File: src/rtl/mem_arbiter.sv
// rtl/mem_arbiter.sv - two-port round-robin arbiter in front of an external SPI memory engine
//
// Purpose: grants one of two requesters (bit0 CPU, bit1 aux/debug) access to a
// single SPI memory engine. It latches the winner's transaction onto mem_*,
// holds mem_start until the engine completes or the timeout expires, and then
// returns one done pulse (with err) to the owner.
//
// Ports:
//   clk, rst_n            clock, asynchronous active-low reset
//   req[1:0]              per-requester level request
//   addr/wdata[63:0]      per-port address / write data ([31:0] port 0, [63:32] port 1)
//   nbytes[5:0]           per-port byte count ([2:0] port 0, [5:3] port 1), legal 1/2/4
//   write[1:0]            per-port direction, 1 = store
//   done/err[1:0]         per-port completion pulse and error flag
//   rdata[31:0]           captured read data
//   mem_start             level request to the engine
//   mem_addr/mem_wdata    latched transaction address / data
//   mem_nbytes/mem_write  latched byte count / direction
//   mem_done, mem_rdata   engine completion and read data
//   busy, owner           not-idle flag, id of current/last grant
module mem_arbiter #(
  parameter int TMO_W = 10
) (
  input  logic        clk,
  input  logic        rst_n,
  input  logic [1:0]  req,
  input  logic [63:0] addr,
  input  logic [63:0] wdata,
  input  logic [5:0]  nbytes,
  input  logic [1:0]  write,
  output logic [1:0]  done,
  output logic [1:0]  err,
  output logic [31:0] rdata,
  output logic        mem_start,
  output logic [31:0] mem_addr,
  output logic [31:0] mem_wdata,
  output logic [2:0]  mem_nbytes,
  output logic        mem_write,
  input  logic        mem_done,
  input  logic [31:0] mem_rdata,
  output logic        busy,
  output logic        owner
);

  typedef enum logic [1:0] {
    IDLE    = 2'd0,
    BUSY    = 2'd1,
    RELEASE = 2'd2
  } state_t;

  // Counter runs 0,1,... per BUSY cycle; the cycle that sees TMO_LAST is the
  // (2^TMO_W-1)-th BUSY cycle, so the timeout fires at the end of it.
  localparam logic [TMO_W-1:0] TMO_LAST = {{(TMO_W-1){1'b1}}, 1'b0};
  localparam logic [TMO_W-1:0] TMO_ONE  = {{(TMO_W-1){1'b0}}, 1'b1};

  state_t           state_q, state_d;
  logic [TMO_W-1:0] tmo_q, tmo_d;
  logic             rel_q, rel_d;     // set once the first RELEASE cycle has passed
  logic             last_q, last_d;   // last granted port, loser of the next tie
  logic             owner_q, owner_d;
  logic [1:0]       done_q, done_d;
  logic [1:0]       err_q, err_d;
  logic [31:0]      rdata_q, rdata_d;
  logic [31:0]      addr_q, addr_d;
  logic [31:0]      wdata_q, wdata_d;
  logic [2:0]       nbytes_q, nbytes_d;
  logic             write_q, write_d;

  logic             win;
  logic [2:0]       win_nbytes;
  logic             win_ok;

  always_comb begin
    win        = (req == 2'b11) ? ~last_q : req[1];
    win_nbytes = win ? nbytes[5:3] : nbytes[2:0];
    win_ok     = (win_nbytes == 3'd1) || (win_nbytes == 3'd2) || (win_nbytes == 3'd4);
  end

  always_comb begin
    state_d  = state_q;
    tmo_d    = tmo_q;
    rel_d    = rel_q;
    last_d   = last_q;
    owner_d  = owner_q;
    done_d   = 2'b00;
    err_d    = 2'b00;
    rdata_d  = rdata_q;
    addr_d   = addr_q;
    wdata_d  = wdata_q;
    nbytes_d = nbytes_q;
    write_d  = write_q;
    unique case (state_q)
      IDLE: begin
        if (req != 2'b00) begin
          last_d   = win;
          owner_d  = win;
          addr_d   = win ? addr[63:32]  : addr[31:0];
          wdata_d  = win ? wdata[63:32] : wdata[31:0];
          nbytes_d = win_nbytes;
          write_d  = win ? write[1] : write[0];
          tmo_d    = '0;
          rel_d    = 1'b0;
          if (win_ok) begin
            state_d = BUSY;
          end else begin
            // Illegal size never reaches the engine; report straight back.
            state_d     = RELEASE;
            done_d[win] = 1'b1;
            err_d[win]  = 1'b1;
          end
        end
      end
      BUSY: begin
        if (mem_done) begin
          rdata_d         = mem_rdata;
          state_d         = RELEASE;
          done_d[owner_q] = 1'b1;
        end else if (tmo_q == TMO_LAST) begin
          rdata_d         = 32'd0;
          state_d         = RELEASE;
          done_d[owner_q] = 1'b1;
          err_d[owner_q]  = 1'b1;
        end else begin
          tmo_d = tmo_q + TMO_ONE;
        end
      end
      RELEASE: begin
        // Minimum two cycles, then wait for the engine to drop mem_done.
        rel_d = 1'b1;
        if (rel_q && !mem_done) begin
          state_d = IDLE;
        end
      end
      default: state_d = IDLE;
    endcase
  end

  always_ff @(posedge clk or negedge rst_n) begin
    if (!rst_n) begin
      state_q  <= IDLE;
      tmo_q    <= '0;
      rel_q    <= 1'b0;
      last_q   <= 1'b1;
      owner_q  <= 1'b0;
      done_q   <= 2'b00;
      err_q    <= 2'b00;
      rdata_q  <= 32'd0;
      addr_q   <= 32'd0;
      wdata_q  <= 32'd0;
      nbytes_q <= 3'd0;
      write_q  <= 1'b0;
    end else begin
      state_q  <= state_d;
      tmo_q    <= tmo_d;
      rel_q    <= rel_d;
      last_q   <= last_d;
      owner_q  <= owner_d;
      done_q   <= done_d;
      err_q    <= err_d;
      rdata_q  <= rdata_d;
      addr_q   <= addr_d;
      wdata_q  <= wdata_d;
      nbytes_q <= nbytes_d;
      write_q  <= write_d;
    end
  end

  assign done       = done_q;
  assign err        = err_q;
  assign rdata      = rdata_q;
  assign mem_start  = (state_q == BUSY);
  assign mem_addr   = addr_q;
  assign mem_wdata  = wdata_q;
  assign mem_nbytes = nbytes_q;
  assign mem_write  = write_q;
  assign busy       = (state_q != IDLE);
  assign owner      = owner_q;

endmodule

File: config.mk
export PLATFORM = sky130hd
export DESIGN_NAME = mem_arbiter
export DESIGN_NICKNAME = d
export VERILOG_FILES = /design/src/rtl/mem_arbiter.sv
export SDC_FILE = /design/constraint.sdc
export NUM_CORES = 1
export LEC_CHECK = 0
export ABC_AREA = 1
export CORE_ASPECT_RATIO = 1.2
export CORE_UTILIZATION = 36
export DETAILED_ROUTE_END_ITERATION = 8
export GPL_ROUTABILITY_DRIVEN = 0
export GPL_TIMING_DRIVEN = 0
export PLACE_DENSITY = 0.84
export SLEW_MARGIN = 10
export SYNTH_ARGS = -nofsm -noshare
export SYNTH_HDL_FRONTEND = slang
export SYNTH_SLANG_ARGS = --single-unit
File: constraint.sdc
create_clock -name clk -period 1.4 [get_ports clk]
set_clock_uncertainty 0.05 [all_clocks]
set_input_delay 0.14 -clock clk [delete_from_list [all_inputs] [get_ports clk]]
set_output_delay 0.14 -clock clk [all_outputs]
set_load 0.02 [all_outputs]
==> flow_summary.yaml <==
cts:
  cts_tree: "built"
  cts_buffers: 17
  htree_num_levels: 4
  clockBufferDepth: 2
  cts_sinks: 119
  clkTransAtPathRegs_ns: 0.06
  clock_latency_ns: 0.42
  cts-root-buf: "clkbuf_16"
synthesis:
  synth.avg_cell_area_um2: 8.09
  synth_simple_gate_area_share: 0.367
  synth_seq_cells: 119
  synth_compound_area_frac: 0.0176
  synth.distinct_cells: 26
  synth_top_family_by_area: "simple AND/OR/NAND/NOR gates"
  synth_xor_area_frac: 0.00164
  yosys_warnings: 0
  netlist_area_um2: 5350
  synth_fa_ha_area_frac: 0.00468
  synth_fp_nets: 836
  syn_inst: 661
  synth_mux_area_frac: 0
  yosysSeqAreaShare: 0.557
routing:
  dr_total_vias: 6481
  first_pass_iters: 5
  detail-route-antenna-nets: 0
  drtIter0Drc: 413
  wl_um: 25500
  avgRoutedWirePerCell_um: 20.4
  vias_per_cell: 5.21
  route.detailed.drc: 0
setup_path:
  start_kind: "flop"
  path_cells: "nor2_4, inv_4, nor2_4, buf_6, inv_8, buf_4, clkbuf_16, nand2_2, nand3_2"
  worstPathArrival_ns: 1.84
  crit_top_cell: "nor2_4"
  crit_family: "buffers and inverters"
  cpMaxStageDelayCell: "dfrtp_1"
  cp_num_buf_inv: 5
  cp_slowest_stage_delay_ns: 0.41
  required_ns: 1.65
  critPathKind: "flop to flop"
  endpoint_kind: "flop"
  crit_fanout: 5
floorplanning:
  initial_core_util: 0.369
  dieWidth_um: 113
  dieArea_um2: 15300
  num_rows: 48
  die_h_um: 135
  coreArea_um2: 14500
  io_pins: 280
power:
  ir_drop_uv: 1430
  power_mw: 24.5
  power_density_nw_per_um2: 2120
  leakagePower_nw: 5.97
timing:
  post-route-worst-setup-slack_ns: -0.192
  finalWorstPathRequiredPeriod_ns: 1.59
  whs_ns: 0.172
  max_slew_margin: 0.704
  worstMarginPinSlew_ns: 0.444
  maxClockFrequency_ghz: 0.628
  min_period_over_period: 1.14
  final_hold_viol_count: 0
  drv_slew: 0
  setup_viol: 118
  rsz0062_at_grt: "yes"
global_routing:
  grt_usage: 0.305
  grt_pass1_wl_um: 34800
  grt_max_degree: 77
  globalRouteOverflowTotal: 0
  grt_pass1_vias: 6567
  antenna_found_initial: 0
layout:
  nets: 1206
  mostFrequentLayoutCell: "clkdlybuf4s50_1"
  final_cell_mix: "clkdlybuf4s50_1 (170), nand2_1 (157), dfrtp_1 (117)"
  area_delta_synth_final_pct: 117
  fin_cells: 1245
  fin_util: 0.801
  layout-drive-gt1-share: 0.418
placement:
  post-place-cells: 1141
  port_buffers: 279
  hpwl_um: 12800
run_status:
  status: "complete, but fails checks"
  violations: "setup timing"
hold_path:
  hold_path_class: "input port to async pin"
run:
  drv_cap: 0
==> final cells by class <==
class / count / area, µm²
Fill cell: 786 / 2880
Sequential cell: 119 / 2980
Buffer: 32 / 445
Antenna cell: 2 / 5.00
Timing Repair Buffer: 351 / 3620
Clock inverter: 13 / 180
Clock buffer: 18 / 439
Tap cell: 200 / 250
Inverter: 26 / 128
Multi-Input combinational cell: 484 / 3540
==> routing by layer <==
layer / wire [µm] / track usage / part of all wire
met1: 8530 / 0.317 / 0.34
met2: 13600 / 0.554 / 0.53
met3: 1950 / 0.0810 / 0.077
met4: 1350 / 0.172 / 0.053
met5: 0 / 0 / 0
==> path summary, 6_finish.rpt <==
kind | depth (start not counted) | startpoint | slack, ns | end
worst max-delay path | 9 | state_q[1]$_DFFE_PN0P_ | -0.19 | mem_addr[30]$_DFFE_PN0P_
worst min-delay path | 2 | rst_n | 0.17 | rdata[5]$_DFFE_PN0P_
worst max register to register | 9 | state_q[1]$_DFFE_PN0P_ | -0.19 | mem_addr[30]$_DFFE_PN0P_
worst min register to register | 2 | last_q$_DFFE_PN1P_ | 0.43 | last_q$_DFFE_PN1P_
max in group asynchronous | 3 | rst_n | 0.39 | mem_nbytes[0]$_DFFE_PN0P_
min in group clk | 3 | mem_rdata[14] | 0.21 | rdata[14]$_DFFE_PN0P_
==> flip-flops by register name (all words and copies together), names as in the netlist <==
register,count
mem_write,1
mem_nbytes,3
mem_addr,32
err,2
rdata,32
owner,1
rel_q,1
tmo_q,10
done,2
state_q,2
mem_wdata,32
last_q,1
==> cell usage after synthesis (all sizes together) <==
| cell | instances | area (µm²) |
|---|---|---|
| nand2 | 320 | 1220 |
| dfrtp | 118 | 2950 |
| nand3 | 113 | 571 |
| inv | 26 | 97.6 |
| buf | 23 | 144 |
| nor2 | 16 | 82.6 |
| o21ai | 13 | 65.1 |
| clkbuf | 9 | 33.8 |
| nand4 | 8 | 50.1 |
| nand3b | 4 | 30.0 |
| a21oi | 3 | 15.0 |
| ha | 2 | 25.0 |
| nor3 | 2 | 10.0 |
| dfstp | 1 | 26.3 |
| o21bai | 1 | 7.51 |
| o22ai | 1 | 6.26 |
| xor2 | 1 | 8.76 |
==> repair_timing <==
action | 4_1_cts | 5_1_grt
pin swaps | 63 | 51
endpoints found under the hold margin | 43 | 0
gates cloned | 18 | 4
setup buffers | 46 | 6
hold buffers | 1 | 0
endpoints found under the setup margin | 223 | 128
resized for setup | 430 | 201
==> power by group <==
| group | switching, mW | internal, mW |
|---|---|---|
| Combinational | 7.40 | 6.17 |
| Sequential | 1.25 | 5.01 |
| Clock | 1.72 | 3.00 |
==> logic make-up (layout without fill, tap and decap cells) <==
group | after synthesis | in the layout
other | 0 | 2
adders and majority gates | 2 | 2
buffers and inverters | 58 | 440
DFF | 119 | 119
and+or+nand+nor | 463 | 463
xor gates and xnor gates | 1 | 1
AOI/OAI and AO/OA | 18 | 18
==> per-stage QoR <==
step                      area (µm²)  setup TNS [ns]  setup WS, ns
after floorplan                 5430          -0.584       -0.0861
after global placement          8470         -601.02         -4.69
after detailed placement        8500          -46.14        -0.534
after CTS                      10800           -6.25        -0.153
after global routing           11600          -20.24        -0.255
final                          11600          -12.13        -0.192
Note: power is estimated with default switching activity, not from simulation.
